**src/rtl/fetch_unit.sv**
```systemverilog
`default_nettype none
// =============================================================================
// fetch_unit: instruction fetch over an SRAM-like req/resp bus, one request in
// flight, FIFO towards ID, squash on redirect. Option macro: FETCH_ADEF_EN.
// Revision: 1.0
// =============================================================================
module fetch_unit #(
  parameter logic [31:0] RESET_PC  = 32'h1c000000,
  parameter int          BUF_DEPTH = 2
) (
  input  logic        clk,
  input  logic        reset,
  output logic        inst_req,
  output logic        inst_wr,
  output logic [1:0]  inst_size,
  output logic [31:0] inst_addr,
  output logic [31:0] inst_wdata,
  input  logic        inst_addr_ok,
  input  logic        inst_data_ok,
  input  logic [31:0] inst_rdata,
  input  logic        br_taken,
  input  logic [31:0] br_target,
  input  logic        id_allow_in,
  output logic        if_to_id_valid,
  output logic [31:0] if_to_id_pc,
  output logic [31:0] if_to_id_inst,
  output logic        if_to_id_excp
);
  localparam int PTR_W = (BUF_DEPTH > 1) ? $clog2(BUF_DEPTH) : 1;
  localparam int CNT_W = $clog2(BUF_DEPTH + 1);
  localparam logic [CNT_W-1:0] DEPTH = CNT_W'(BUF_DEPTH);
  localparam logic [PTR_W-1:0] LAST  = PTR_W'(BUF_DEPTH - 1);

  localparam logic [1:0] S_IDLE = 2'd0;
  localparam logic [1:0] S_REQ  = 2'd1;
  localparam logic [1:0] S_WAIT = 2'd2;
`ifdef FETCH_ADEF_EN
  localparam logic [1:0] S_HALT = 2'd3;
`endif

  logic [1:0]       state, next_state;
  logic [31:0]      fpc, req_addr;
  logic             discard;
  logic [31:0]      fifo_pc   [BUF_DEPTH];
  logic [31:0]      fifo_inst [BUF_DEPTH];
`ifdef FETCH_ADEF_EN
  logic             fifo_excp [BUF_DEPTH];
`endif
  logic [PTR_W-1:0] rd_ptr, wr_ptr;
  logic [CNT_W-1:0] count, count_after, eff_count;
  logic             pop, push, adef, data_push, launch;
  logic [31:0]      launch_pc;

  function automatic logic [PTR_W-1:0] ptr_inc(input logic [PTR_W-1:0] p);
    return (p == LAST) ? '0 : p + PTR_W'(1);
  endfunction

  always_comb begin
    pop  = (count != '0) && id_allow_in;
    adef = 1'b0;
`ifdef FETCH_ADEF_EN
    adef = (state == S_REQ) && (req_addr[1:0] != 2'b00);
`endif
    data_push   = (state == S_WAIT) && inst_data_ok && !discard && !br_taken;
    push        = data_push || (adef && !br_taken);
    count_after = count + CNT_W'(push) - CNT_W'(pop);
    // a redirect flushes the FIFO, so occupancy seen by the launch check is zero
    eff_count   = br_taken ? '0 : count_after;
    launch_pc   = br_taken ? br_target : fpc;
  end

  always_ff @(posedge clk) begin
    if (reset) state <= S_IDLE;
    else       state <= next_state;
  end

  always_comb begin
    next_state = state;
    case (state)
      S_IDLE: if (eff_count < DEPTH) next_state = S_REQ;
      S_REQ: begin
`ifdef FETCH_ADEF_EN
        if (adef) next_state = br_taken ? S_IDLE : S_HALT;
        else
`endif
        if (inst_addr_ok) next_state = S_WAIT;
      end
      S_WAIT: if (inst_data_ok) next_state = (eff_count < DEPTH) ? S_REQ : S_IDLE;
`ifdef FETCH_ADEF_EN
      S_HALT: if (br_taken) next_state = S_IDLE;
`endif
      default: next_state = S_IDLE;
    endcase
  end

  assign launch = ((state == S_IDLE) || (state == S_WAIT)) && (next_state == S_REQ);

  always_ff @(posedge clk) begin
    if (reset) begin
      fpc      <= RESET_PC;
      req_addr <= '0;
      discard  <= 1'b0;
    end else begin
      if (launch) begin
        req_addr <= launch_pc;
        fpc      <= launch_pc + 32'd4;
      end else if (br_taken) begin
        fpc <= br_target;
      end
      // a bus request already issued cannot be withdrawn, so its data is dropped later
      if ((state == S_WAIT) && inst_data_ok)
        discard <= 1'b0;
      else if (br_taken && (((state == S_REQ) && !adef) || (state == S_WAIT)))
        discard <= 1'b1;
    end
  end

  always_ff @(posedge clk) begin
    if (reset || br_taken) begin
      count  <= '0;
      rd_ptr <= '0;
      wr_ptr <= '0;
    end else begin
      if (push) begin
        fifo_pc[wr_ptr]   <= req_addr;
        fifo_inst[wr_ptr] <= adef ? 32'h0 : inst_rdata;
`ifdef FETCH_ADEF_EN
        fifo_excp[wr_ptr] <= adef;
`endif
        wr_ptr <= ptr_inc(wr_ptr);
      end
      if (pop) rd_ptr <= ptr_inc(rd_ptr);
      count <= count_after;
    end
  end

  always_comb begin
    inst_req       = (state == S_REQ) && !adef;
    inst_wr        = 1'b0;
    inst_size      = 2'b10;
    inst_addr      = {req_addr[31:2], 2'b00};
    inst_wdata     = '0;
    if_to_id_valid = (count != '0);
    if_to_id_pc    = '0;
    if_to_id_inst  = '0;
    if_to_id_excp  = 1'b0;
    if (if_to_id_valid) begin
      if_to_id_pc   = fifo_pc[rd_ptr];
      if_to_id_inst = fifo_inst[rd_ptr];
`ifdef FETCH_ADEF_EN
      if_to_id_excp = fifo_excp[rd_ptr];
`endif
    end
  end

endmodule
`default_nettype wire

```
**config.mk**
```make
export PLATFORM = sky130hd
export DESIGN_NAME = fetch_unit
export DESIGN_NICKNAME = d
export VERILOG_FILES = /design/src/rtl/fetch_unit.sv
export SDC_FILE = /design/constraint.sdc
export NUM_CORES = 1
export LEC_CHECK = 0
export ABC_AREA = 0
export CORE_MARGIN = 8
export CORE_UTILIZATION = 51
export CTS_CLUSTER_SIZE = 25
export DETAILED_ROUTE_END_ITERATION = 10
export GPL_TIMING_DRIVEN = 0
export HOLD_SLACK_MARGIN = 0.06
export PLACE_DENSITY = 0.79
export SETUP_SLACK_MARGIN = 0.15
export SLEW_MARGIN = 20
export SYNTH_ARGS = -nofsm -noshare
export SYNTH_HDL_FRONTEND = slang
export SYNTH_SLANG_ARGS = --single-unit
```
**constraint.sdc**
```tcl
create_clock -name clk -period 8.95 [get_ports clk]
set_clock_uncertainty 0.05 [all_clocks]
set_input_delay 0.895 -clock clk [delete_from_list [all_inputs] [get_ports clk]]
set_output_delay 0.895 -clock clk [all_outputs]
set_load 0.005 [all_outputs]
```
==> flow_metrics.env <==
export IMPL_cpPeakStageDelay_ps=500
export IMPL_hold_viol_final=0
export IMPL_routedWlPerCell_um=19.4
export IMPL_grt_busiest_layer="met2"
export IMPL_synth_cells=778
export IMPL_stdcell_count=1254
export IMPL_p_total_w=0.00216
export IMPL_dieArea_sq_mm=0.0227
export IMPL_setup_ws_ps=4620
export IMPL_ir_drop_mv=0.145
export IMPL_crit_path_start_kind="primary input"
export IMPL_placed_cells=1222
export IMPL_maxSlewHeadroom_pct=48.9
export IMPL_clk_path_buf_depth=2
export IMPL_drtIter0Drc=426
export IMPL_synth_most_common_cell="edfxtp_1"
export IMPL_synth_seq_cells=200
export IMPL_netlist_area_sq_mm=0.00927
export IMPL_path_clk_slew_ps=80
export IMPL_synth_area_leaders="edfxtp_1 41%, dfxtp_1 16%, mux2i_1 8.5%"
export IMPL_totalWireLength_mm=24.4
export IMPL_design_area_sq_mm=0.0120
export IMPL_drt_pass1_iter_count=5
export IMPL_synth_seq_area_share_pct=57.0
export IMPL_vias=6875
export IMPL_max_clock_freq_mhz=231
export IMPL_cts_hold_fix_buffers=0
export IMPL_htree_levels=4
export IMPL_slew_viol_final=0
export IMPL_gp_congestion=0.928
export IMPL_maxCapViolCount=0
export IMPL_hold_path_class="reg2reg"
export IMPL_final_nets=1089
export IMPL_status="finished clean"
export IMPL_place_area_sq_mm=0.0115
export IMPL_hpwl_mm=18.4
export IMPL_postRouteAntennaNets=0
export IMPL_rsz0062_at_grt="no"
export IMPL_tritoncts="built"
export IMPL_setup_viol=0
export IMPL_cp_required_ps=9190
export IMPL_period_minus_slack_ps=4330
export IMPL_use_met3_pct=3.94
export IMPL_worstSetupPathType="in2reg"
export IMPL_grt_max_degree=21
export IMPL_synth_ff_type="edfxtp_1"
export IMPL_root_buffer="clkbuf_16"
export IMPL_synth_edf_count=128
export IMPL_ys_types=66
export IMPL_clkSinkCount=200
export IMPL_start_util_pct=51.8
export IMPL_end_kind="flip-flop"
export IMPL_cp_common_cell="ha_1"
export IMPL_cpMaxStageDelayCell="clkbuf_1"
export IMPL_drcViolationCount=0
export IMPL_post_cts_setup_buffer_count=0
export IMPL_core_area_sq_mm=0.0179
export IMPL_cp_arrival_ps=4570
export IMPL_grt_use_met1_pct=27.1
export IMPL_drive_gt1_share_pct=17.2
export IMPL_grt_pass1_wl_mm=37.2
export IMPL_post_place_ws_ps=4260
export IMPL_ys_top_cells_by_count="128 x edfxtp_1, 87 x nor2_1, 79 x mux2i_1, 72 x dfxtp_1, 70 x buf_4"
export IMPL_cts_inserted_buffers=17
export IMPL_avgViaCountPerCell=5.48
export IMPL_async_flop_share_pct=0
export IMPL_synthToLayoutAreaGrowth_pct=29.9
export IMPL_die_x_um=151
export IMPL_path_cells="clkdlybuf4s50_1, buf_6, buf_8, buf_12, buf_2, nor2_1, nand3_1, ha_1, inv_1, ha_1, xnor3_1, nand4bb_1, o211a_1, clkbuf_1, nand4_1, nor3b_1"
export IMPL_n_antenna_cell=0
export IMPL_portBuffers=164
export IMPL_die_h_um=151
export IMPL_rows=49
export IMPL_syn_avg_cell_area_sq_um=11.9
export IMPL_p_leak_nw=4.32
export IMPL_grt_use_met2_pct=35.2
export IMPL_cellPowerDensity_mw_per_mm2=180
export IMPL_ioPinCount=204
export IMPL_fin_hold_ws_ps=427
export IMPL_clk_latency_ps=440
export IMPL_synth_area_leader_cell="edfxtp_1"
export IMPL_grt_pass1_vias=6690
export IMPL_critPathMaxFanout=10
export IMPL_synth_top_cell_area_share_pct=41.5
export IMPL_antenna_found_initial=0
export IMPL_period_share_pct=48.3
export IMPL_yosys_warnings=0
export IMPL_grt_usage_pct=21.2
export IMPL_cts_resized=0
export IMPL_r2r_setup_slack_ps=5690
export IMPL_worstMarginPinSlew_ps=767
export IMPL_grt_overflow=0
[cells in the final DEF (no fill, tap or decap), types with 6 or more instances in the layout]
master and count:
conb_1 38, clkbuf_16 17, nor3_1 56, mux2i_1 79, clkdlybuf4s50_1 164, a31oi_1 9, nor4_1 6, nor2_1 87
and4_1 7, edfxtp_1 128, buf_6 8, mux2_1 10, nand2_1 15, buf_1 8, dfxtp_1 72, mux2_2 24
buf_2 8, ha_1 7, a21oi_1 39, buf_4 82, nor2b_1 11, inv_1 6, nand4_1 9, clkbuf_1 26
a211oi_1 13, nand3_1 8
[registers in the layout, summed over array words and instances, names as in the netlist, named ones only]
name,flops
count,2
discard,1
fifo_inst,64
fifo_pc,64
fpc,32
rd_ptr,1
req_addr,32
state,2
wr_ptr,1
[cell families (layout without fill, tap and decap cells)]
kind of cell,count (synthesis),count (layout),synth area share [%]
compound gates,89,89,6.55
xor+xnor,3,3,0.432
fa+ha+maj,7,7,0.945
buf+inv,124,335,8.67
flops,200,200,57.0
mux,113,113,12.7
other cells,2,38,0.0810
simple gates,240,240,13.6
[where the power goes]
group          leakage [nW]  internal (W)  switching, W  total (W)
sequential             1.76       0.00103     0.0000372    0.00106
clock                 0.277      0.000374      0.000374   0.000748
combinational          2.29      0.000178      0.000171   0.000349
total                  4.32       0.00158      0.000583    0.00216
[path summary, 6_finish.rpt]
path	startpoint	end	cells past startpoint
hold reg to reg	req_addr[1]	fifo_pc[0][1]	0
setup reg to reg	state[0]	fpc[13]	12
hold / removal	req_addr[1]	fifo_pc[0][1]	0
setup / recovery	br_taken	fpc[13]	16
[final cells by class]
class	instances	area, sq um
flip-flops and latches	200	5290
clock buffers	18	429
plain buffers	118	781
repair buffers	179	1770
well taps	229	287
clock inverters	14	148
multi-input cells	490	3320
fillers	1354	5860
inverters	6	22.5
[through the flow]
step                util, %  TNS (ps)
floorplan                 -         0
global placement       63.3   -155210
detailed placement     64.0         0
CTS                    67.3         0
global route           67.3         0
finish                 67.3         0
[critical path, delay by kind of cell]
kind | cells | cell delay, ps
XOR/XNOR | 1 | 260
AND/OR/NAND/NOR | 5 | 900
adder cells (fa/ha/maj) | 2 | 510
AO/OA/AOI/OAI | 1 | 260
buffers and inverters | 7 | 1750
[layer usage]
| layer | vias to the layer above | share of wire [%] | routed length (um) |
|---|---|---|---|
| met3 | 44 | 7.7 | 1890 |
| met2 | 285 | 48 | 11800 |
| met5 | - | 0 | 0 |
| li1 | 3217 | - | - |
| met1 | 3329 | 41 | 10100 |
| met4 | 0 | 2.3 | 556 |
Note: power is estimated with default switching activity, not from simulation.
